### src/rtl/axi_r_burst_buffer_pkg.sv
// Shared types and helpers for the R-channel burst buffer and its storage FIFO.
// Buffer mode selects cut-through or store-and-forward release of beats.
package axi_r_burst_buffer_pkg;

  typedef enum logic [0:0] {
    AXI_RB_CUT = 1'b0,
    AXI_RB_SAF = 1'b1
  } buf_mode_e;

  // Up/down counter step; simultaneous inc and dec cancel out.
  function automatic logic [31:0] cnt_step(input logic [31:0] cnt,
                                           input logic        inc,
                                           input logic        dec);
    logic [31:0] res;
    case ({inc, dec})
      2'b10:   res = cnt + 32'd1;
      2'b01:   res = cnt - 32'd1;
      default: res = cnt;
    endcase
    return res;
  endfunction

endpackage

### src/rtl/axi_channel_fifo.sv
// Generic payload FIFO for one AXI channel: storage, wrapping pointers, occupancy.
// Input ready is registered so it never depends combinationally on the pop side.
module axi_channel_fifo
  import axi_r_burst_buffer_pkg::*;
#(
  parameter int PAYLD_WIDTH = 42,
  parameter int DEPTH       = 4,
  parameter int CNT_WIDTH   = $clog2(DEPTH) + 1
) (
  input  logic                   clk,
  input  logic                   rst,
  input  logic                   push,
  input  logic                   pop,
  input  logic [PAYLD_WIDTH-1:0] wr_data,
  output logic [PAYLD_WIDTH-1:0] rd_data,
  output logic                   in_ready,
  output logic                   empty,
  output logic [CNT_WIDTH-1:0]   occupancy
);

  localparam int AW = $clog2(DEPTH);
  localparam logic [CNT_WIDTH-1:0] FULL_CNT = CNT_WIDTH'(DEPTH);

  logic [PAYLD_WIDTH-1:0] mem_r [DEPTH];
  logic [AW-1:0]          wr_ptr_r;
  logic [AW-1:0]          rd_ptr_r;
  logic [CNT_WIDTH-1:0]   occ_r;
  logic [CNT_WIDTH-1:0]   occ_nxt_s;
  logic                   ready_r;

  // Next occupancy drives both the counter and the registered ready.
  always_comb begin
    occ_nxt_s = CNT_WIDTH'(cnt_step(32'(occ_r), push, pop));
  end

  // Pointers, occupancy and ready; pointers wrap naturally at power-of-2 depth.
  always_ff @(posedge clk or posedge rst) begin
    if (rst) begin
      wr_ptr_r <= '0;
      rd_ptr_r <= '0;
      occ_r    <= '0;
      ready_r  <= 1'b0;
    end else begin
      if (push) wr_ptr_r <= wr_ptr_r + AW'(1);
      if (pop)  rd_ptr_r <= rd_ptr_r + AW'(1);
      occ_r   <= occ_nxt_s;
      ready_r <= (occ_nxt_s != FULL_CNT);
    end
  end

  // Payload storage; contents are meaningless outside the occupied window.
  always_ff @(posedge clk) begin
    if (push) mem_r[wr_ptr_r] <= wr_data;
  end

  assign rd_data   = mem_r[rd_ptr_r];
  assign in_ready  = ready_r;
  assign empty     = (occ_r == '0);
  assign occupancy = occ_r;

endmodule

### src/rtl/axi_r_burst_buffer_chk.sv
// Invariant checker for the R-channel burst buffer counters and s-side stability.
module axi_r_burst_buffer_chk #(
  parameter int DEPTH     = 4,
  parameter int CNT_WIDTH = 3
) (
  input logic                 clk,
  input logic                 rst,
  input logic [CNT_WIDTH-1:0] occupancy,
  input logic [CNT_WIDTH-1:0] bursts_held,
  input logic                 rvalids,
  input logic                 rreadys
);

  a_bursts_le_occ: assert property (@(posedge clk) disable iff (rst)
    bursts_held <= occupancy);

  a_occ_le_depth: assert property (@(posedge clk) disable iff (rst)
    occupancy <= CNT_WIDTH'(DEPTH));

  a_rvalid_hold: assert property (@(posedge clk) disable iff (rst)
    (rvalids && !rreadys) |=> rvalids);

endmodule

### src/rtl/axi_r_burst_buffer.sv
// Multi-entry AXI/ACE read-data buffer with optional store-and-forward release.
// Adds burst counting and the SAF gating/sticky-release on top of the channel FIFO.
module axi_r_burst_buffer
  import axi_r_burst_buffer_pkg::*;
#(
  parameter int        DATA_WIDTH = 32,
  parameter int        ID_WIDTH   = 4,
  parameter int        USER_WIDTH = 1,
  parameter int        RESP_WIDTH = 4,
  parameter int        DEPTH      = 4,
  parameter buf_mode_e BUF_MODE   = AXI_RB_CUT,
  parameter int        CNT_WIDTH  = $clog2(DEPTH) + 1
) (
  input  logic                  aclk,
  input  logic                  areset,
  input  logic                  rvalidm,
  output logic                  rreadym,
  input  logic [ID_WIDTH-1:0]   ridm,
  input  logic [DATA_WIDTH-1:0] rdatam,
  input  logic [RESP_WIDTH-1:0] rrespm,
  input  logic                  rlastm,
  input  logic [USER_WIDTH-1:0] ruserm,
  output logic                  rvalids,
  input  logic                  rreadys,
  output logic [ID_WIDTH-1:0]   rids,
  output logic [DATA_WIDTH-1:0] rdatas,
  output logic [RESP_WIDTH-1:0] rresps,
  output logic                  rlasts,
  output logic [USER_WIDTH-1:0] rusers,
  output logic [CNT_WIDTH-1:0]  occupancy,
  output logic [CNT_WIDTH-1:0]  bursts_held
);

  localparam int PAYLD_WIDTH = ID_WIDTH + DATA_WIDTH + RESP_WIDTH + USER_WIDTH + 1;

  logic                   push_s;
  logic                   pop_s;
  logic                   empty_s;
  logic                   release_s;
  logic                   sticky_r;
  logic                   sticky_nxt_s;
  logic [CNT_WIDTH-1:0]   bursts_r;
  logic [PAYLD_WIDTH-1:0] wr_payld_s;
  logic [PAYLD_WIDTH-1:0] rd_payld_s;

  assign push_s     = rvalidm & rreadym;
  assign pop_s      = rvalids & rreadys;
  assign wr_payld_s = {ridm, rdatam, rrespm, rlastm, ruserm};
  assign {rids, rdatas, rresps, rlasts, rusers} = rd_payld_s;

  axi_channel_fifo #(
    .PAYLD_WIDTH (PAYLD_WIDTH),
    .DEPTH       (DEPTH),
    .CNT_WIDTH   (CNT_WIDTH)
  ) u_fifo (
    .clk       (aclk),
    .rst       (areset),
    .push      (push_s),
    .pop       (pop_s),
    .wr_data   (wr_payld_s),
    .rd_data   (rd_payld_s),
    .in_ready  (rreadym),
    .empty     (empty_s),
    .occupancy (occupancy)
  );

  // A full buffer with no complete burst must drain anyway to avoid deadlock.
  assign release_s = (occupancy == CNT_WIDTH'(DEPTH));

  // Popping a non-last beat with no complete burst held means release started
  // this burst; keep it flowing until its last beat leaves.
  always_comb begin
    if (pop_s && rlasts) begin
      sticky_nxt_s = 1'b0;
    end else if (pop_s && (bursts_r == '0)) begin
      sticky_nxt_s = 1'b1;
    end else begin
      sticky_nxt_s = sticky_r;
    end
  end

  // Complete-burst counter and sticky release flag.
  always_ff @(posedge aclk or posedge areset) begin
    if (areset) begin
      bursts_r <= '0;
      sticky_r <= 1'b0;
    end else begin
      bursts_r <= CNT_WIDTH'(cnt_step(32'(bursts_r), push_s & rlastm, pop_s & rlasts));
      sticky_r <= sticky_nxt_s;
    end
  end

  // S-side valid, decoded only from registered state.
  always_comb begin
    if (BUF_MODE == AXI_RB_SAF) begin
      rvalids = !empty_s && ((bursts_r != '0) || release_s || sticky_r);
    end else begin
      rvalids = !empty_s;
    end
  end

  assign bursts_held = bursts_r;

  axi_r_burst_buffer_chk #(
    .DEPTH     (DEPTH),
    .CNT_WIDTH (CNT_WIDTH)
  ) u_chk (
    .clk         (aclk),
    .rst         (areset),
    .occupancy   (occupancy),
    .bursts_held (bursts_r),
    .rvalids     (rvalids),
    .rreadys     (rreadys)
  );

endmodule

### config.mk
export PLATFORM = sky130hd
export DESIGN_NAME = axi_r_burst_buffer
export DESIGN_NICKNAME = d
export VERILOG_FILES = /design/src/rtl/axi_r_burst_buffer_pkg.sv /design/src/rtl/axi_channel_fifo.sv /design/src/rtl/axi_r_burst_buffer_chk.sv /design/src/rtl/axi_r_burst_buffer.sv
export SDC_FILE = /design/constraint.sdc
export NUM_CORES = 1
export LEC_CHECK = 0
export BUFFER_PORTS_ARGS = -buffer_cell sky130_fd_sc_hd__buf_2
export CAP_MARGIN = 20
export CORE_UTILIZATION = 61
export CTS_BUF_LIST = sky130_fd_sc_hd__clkbuf_16
export DETAILED_ROUTE_END_ITERATION = 6
export GPL_ROUTABILITY_DRIVEN = 0
export HOLD_SLACK_MARGIN = 0.12
export PLACE_DENSITY = 0.87
export RECOVER_POWER = 100
export SKIP_CTS_REPAIR_TIMING = 1
export SLEW_MARGIN = 20
export SYNTH_ARGS = -nofsm -noshare
export SYNTH_HDL_FRONTEND = slang
export SYNTH_SLANG_ARGS = --single-unit
### constraint.sdc
create_clock -name aclk -period 3.4 [get_ports aclk]
set_input_delay 0.17 -clock aclk [delete_from_list [all_inputs] [get_ports aclk]]
set_output_delay 0.17 -clock aclk [all_outputs]
set_load 0.03 [all_outputs]
After elaboration in Yosys (flattened, before gate mapping)
Memories as Yosys holds them, arrays and structs flattened.
Cells that the tools add are included.
{"block": "totals", "elab_cells": 28, "inputBits": 46, "romBits": 0, "latchBits": 0, "reg_bits": 11, "ram_bits": 168, "mem_count": 1}
{"block": "op_classes", "n_div": 0, "shifts": 0, "eq_ne": 5, "n_reduce_logical": 3, "magnitude_cmp": 0, "mul": 0, "n_addsub": 6, "n_mux": 4, "bitwise_logic": 4}
{"name": "u_fifo.mem_r", "depth": 4, "width": 42, "read_ports": 1, "rd_ports_with_merged_regs": 0, "wr": 1, "line": "axi_channel_fifo.sv:24", "rtl": "logic [PAYLD_WIDTH-1:0] mem_r [DEPTH];"}
{"operator": "case mux 3 bit (2 select lines)", "n": 2}
{"operator": "adder 3 x 1 -> 3 bit, second input constant", "n": 2}
{"operator": "subtractor 3 x 1 -> 3 bit, second input constant", "n": 2}
{"operator": "adder 2 x 1 -> 2 bit, second input constant", "n": 2}
{"operator": "bitwise AND 1 bit", "n": 4}
{"operator": "equality test 2 x 1 -> 1 bit, second input constant", "n": 2}
{"operator": "equality test 2 bit, second input constant", "n": 2}
{"operator": "logical NOT 3 bit", "n": 1}
{"operator": "inequality test 3 bit, second input constant", "n": 1}
{"operator": "2-to-1 mux 1 bit", "n": 2}
{"operator": "nonzero test 2 bit", "n": 1}
{"operator": "logical NOT 1 bit", "n": 1}

Longest topological paths before layout
{"block": "depth", "ltp_word": 6, "depth_mapped": 8}

Cells and area by module
Synthesis repeated with hierarchy kept, for this count alone.
{"block": "unflattened", "cells_unflattened": 275, "hier_area_um2": 6715.2}
{"mod": "axi_channel_fifo", "n_inst": 1, "cells_per_inst": 259, "area_per_inst_um2": 6536.3, "seq_area_each_um2": 5245.0}
{"mod": "axi_r_burst_buffer", "n_inst": 1, "cells_per_inst": 16, "area_per_inst_um2": 178.9, "seq_area_each_um2": 75.1}

Worst setup path before layout
No wires, ideal clock.
{"block": "synth_path", "path_kind": "register to register", "startpoint": "register u_fifo.rd_ptr_r[0]", "endpoint": "register bursts_r[2], in the netlist bursts_held[2]", "arrival_time_ns": 2.205, "setup_slack_ns": 1.060, "period_less_slack_ns": 2.340, "stages_incl_launch_ff": 9, "cell_sequence": "dfrtp_1 -> buf_6 -> mux4_2 -> and2_1 -> ha_1 -> fa_1 -> xnor2_1 -> nor2_1 -> xor2_1"}
{"block": "synth_via", "elab_chain_cells": 4}
{"item": "from (decl)", "line": "axi_channel_fifo.sv:26", "rtl": "logic [AW-1:0] rd_ptr_r;"}
{"item": "from (signal assigned)", "line": "axi_channel_fifo.sv:45", "rtl": "if (pop) rd_ptr_r <= rd_ptr_r + AW'(1);"}
{"item": "memory read (4 x 42 bit) (*)"}
{"item": "named net rlasts", "line": "axi_r_burst_buffer.sv:28", "rtl": "output logic rlasts,"}
{"item": "bitwise AND 1 bit (*)", "line": "axi_r_burst_buffer.sv:88", "rtl": "bursts_r <= CNT_WIDTH'(cnt_step(32'(bursts_r), push_s & rlastm, pop_s & rlasts));"}
{"item": "equality test 2 x 1 -> 1 bit / equality test 2 bit (equally long branches)", "line": "axi_r_burst_buffer_pkg.sv:15", "rtl": "case ({inc, dec})"}
{"item": "case mux 3 bit (2 select lines) / nonzero test 2 bit (equally long branches)"}
{"item": "to (signal assigned)", "line": "axi_r_burst_buffer.sv:88"}
{"item": "to (decl)", "line": "axi_r_burst_buffer.sv:42", "rtl": "logic [CNT_WIDTH-1:0] bursts_r;"}
The timed path passes the listed nets; every way through them passes the cells marked *.
A chain may end at the register's enable or synchronous reset.

Worst setup path in the final report
{"block": "layout_path", "startpoint": "register u_fifo.wr_ptr_r[0]", "endpoint": "memory u_fifo.mem_r[0][41], enable pin"}
{"item": "from (decl)", "line": "axi_channel_fifo.sv:25", "rtl": "logic [AW-1:0] wr_ptr_r;"}
{"item": "from (signal assigned)", "line": "axi_channel_fifo.sv:44", "rtl": "if (push) wr_ptr_r <= wr_ptr_r + AW'(1);"}
{"item": "to (decl)", "line": "axi_channel_fifo.sv:24"}
No word-level cell before the write port.

==> flow_summary.json <==
{
  "status": "complete, but fails checks",
  "violations": "capacitance limit, slew limit",
  "vias": 3226,
  "synthArstFlopShare_pct": 6.15,
  "synth-edff-count": 168,
  "clock-sinks": 179,
  "required_ns": 3.40,
  "cts_tree": "done",
  "viasPerCell": 5.63,
  "grt_pass1_vias": 3178,
  "synthFlopType": "edfxtp_1",
  "max-cap-violations": 3,
  "yosysMostFrequentCell": "edfxtp_1",
  "worst_setup_path_start_kind": "flop",
  "grtUsageTotal_pct": 21.2,
  "insertion_delay_ns": 0.42,
  "final.period_utilization_pct": 80.7,
  "cp_max_fo": 42,
  "die_area_mm2": 0.0116,
  "ys_seq_area_share_pct": 78.2,
  "finalSetupViolations": 0,
  "synth.cell_area_mm2": 0.00680,
  "hold_ws_ns": 0.154,
  "synthTopCellsByArea": "edfxtp_1, mux4_1, dfrtp_1",
  "h-tree-depth": 4,
  "synth.largest_area_cell": "edfxtp_1",
  "die_h_um": 108,
  "fp-row-count": 38,
  "syn-num-nets": 325,
  "io_pins": 96,
  "antenna_left": 0,
  "core_mm2": 0.0108,
  "final_nets": 475,
  "antenna_found_initial": 0,
  "grt_first_pass_wirelength_um": 16800,
  "relSlewSlack_pct": -45.7,
  "synthCells": 271,
  "power.density_mw_per_mm2": 914,
  "fin_worst_skew_ns": 0.00629,
  "clk_pin_slew_worst_paths_ns": 0.06,
  "setup_tns_ns": 0,
  "crit_type": "flop to flop",
  "yosys_warnings": 0,
  "hpwl_um": 6520,
  "slew_viol_final": 129,
  "ys_ff_latch": 179,
  "min_path_type": "input port to flop",
  "nFillCells": 606,
  "post-place-ws_ns": 1.19,
  "syn2layout_area_growth_pct": 22.8,
  "drive_gt1_share_pct": 10.2,
  "finalWorstSetupSlack_ns": 0.656,
  "finalWirelength_um": 11800,
  "hold_viol_final": 0,
  "io_buffers": 95,
  "ys_types": 23,
  "max_freq_mhz": 364,
  "ys_top_cells_by_count": "edfxtp_1, mux4_1, dfrtp_1",
  "yosys.area.top_type_share_pct": 74.1,
  "arrival_ns": 2.75,
  "cp-end-kind": "flop",
  "p_leak_uw": 0.00289,
  "cts_root_buf": "clkbuf_16",
  "grt_max_degree": 44,
  "synth_area_per_cell_um2": 25.1,
  "diodes": 0,
  "cts_buffer_depth": 2,
  "start_util_pct": 62.8,
  "vdd_drop_max_mv": 0.584,
  "min_period_ns": 2.74,
  "grt_overflow_total": 0,
  "drcViolationCount": 0,
  "drt_iter0_drc": 115,
  "dr.pass1.iters": 4,
  "grt_setup_unrepaired": "no",
  "wl_per_cell_um": 20.7,
  "tightest_slew_ns": 2.19,
  "die_w_um": 108,
  "cts_buffers": 17
}
[critical path: stages (launching register included)]
cell	delay (ns)
dfrtp_1	0.43
inv_1	0.10
ha_1	0.14
and3_1	1.64
[report_power, final]
| part | switching [uW] | internal, uW |
|---|---|---|
| logic | 1660 | 805 |
| registers | 139 | 2930 |
| clock network | 756 | 1360 |
[layout by cell type, fill, tap and decap left out]
master,Yosys,layout
inv_1,6,9
ha_1,6,6
xor2_1,3,3
dfrtp_1,11,9
buf_2,4,3
nand3_1,1,1
a211o_1,1,1
or3_1,2,2
fa_1,2,2
buf_4,0,2
mux2i_1,1,1
mux4_2,7,7
o31a_1,1,1
o21ai_0,1,1
bufinv_16,0,6
dlygate4sd3_1,0,43
clkbuf_16,0,17
mux2_2,2,2
clkinv_2,0,2
clkinvlp_4,0,2
clkbuf_1,1,92
and2_0,0,1
nor2_1,1,1
clkbuf_2,0,1
nand2_1,3,3
clkinv_1,0,1
edfxtp_1,168,168
mux4_1,35,35
xnor2_1,5,5
dfrtp_2,0,2
and3_1,4,4
[through the flow]
step                cell area, um2  power (uW)  std cells  util, %
finish                        8360        7640        573     77.1
global route                  8360        7940        573     77.1
CTS                           8050        7740        530     74.3
detailed placement            7400        5650        499     68.3
global placement              7400        5560        499     68.3
floorplan                     6800        4980        271        -
[area by class of cell]
class                   count  area (um2)  area share [%]
multi-input cells          76        1380            16.5
inverters                   6        22.5           0.269
flip-flops and latches    179        5320            63.7
well taps                 140         175            2.10
repair buffers            141         811            9.70
clock buffers              17         425            5.09
clock inverters            14         220            2.63
[registers in the layout (all words and copies together) (netlist names)]
name / flops
u_fifo.in_ready: 1
u_fifo.rd_ptr_r: 2
bursts_held: 3
u_fifo.occupancy: 3
u_fifo.wr_ptr_r: 2
u_fifo.mem_r: 168
[logic make-up (layout without fill, tap and decap cells)]
kind of cell               Yosys count  count (layout)  share of synthesized area (%)
muxes                               45              45                           16.3
DFF                                179             179                           78.2
xor gates and xnor gates             8               8                           1.03
buffers and inverters               16             178                           1.51
adders and majority gates            8               8                           1.69
and+or+nand+nor                     12              12                          0.938
AOI/OAI and AO/OA                    3               3                          0.331
[final timing paths]
kind                            cells after the start                             end  slack [ns]                            from
worst max register to register                      3   u_fifo.mem_r[0][41]$_DFFE_PP_        0.66  u_fifo.wr_ptr_r[0]$_DFFE_PP0P_
worst max-delay path                                3   u_fifo.mem_r[0][41]$_DFFE_PP_        0.66  u_fifo.wr_ptr_r[0]$_DFFE_PP0P_
max in group asynchronous                           3  u_fifo.rd_ptr_r[1]$_DFFE_PP0P_        2.75                          areset
worst min register to register                      1      bursts_held[2]$_DFFE_PP0P_        0.47      bursts_held[2]$_DFFE_PP0P_
min in group asynchronous                           3  u_fifo.wr_ptr_r[1]$_DFFE_PP0P_        0.32                          areset
worst min-delay path                                3  u_fifo.wr_ptr_r[0]$_DFFE_PP0P_        0.15                         rvalidm
[routing by layer]
metal	vias to the layer above	routed length [um]	track usage (%)
li1	1465	-	-
met1	1640	4870	26.2
met2	98	6150	34.5
met3	23	581	7.69
met4	0	238	8.32
met5	-	0	0
(Power assumes the default switching activity.)
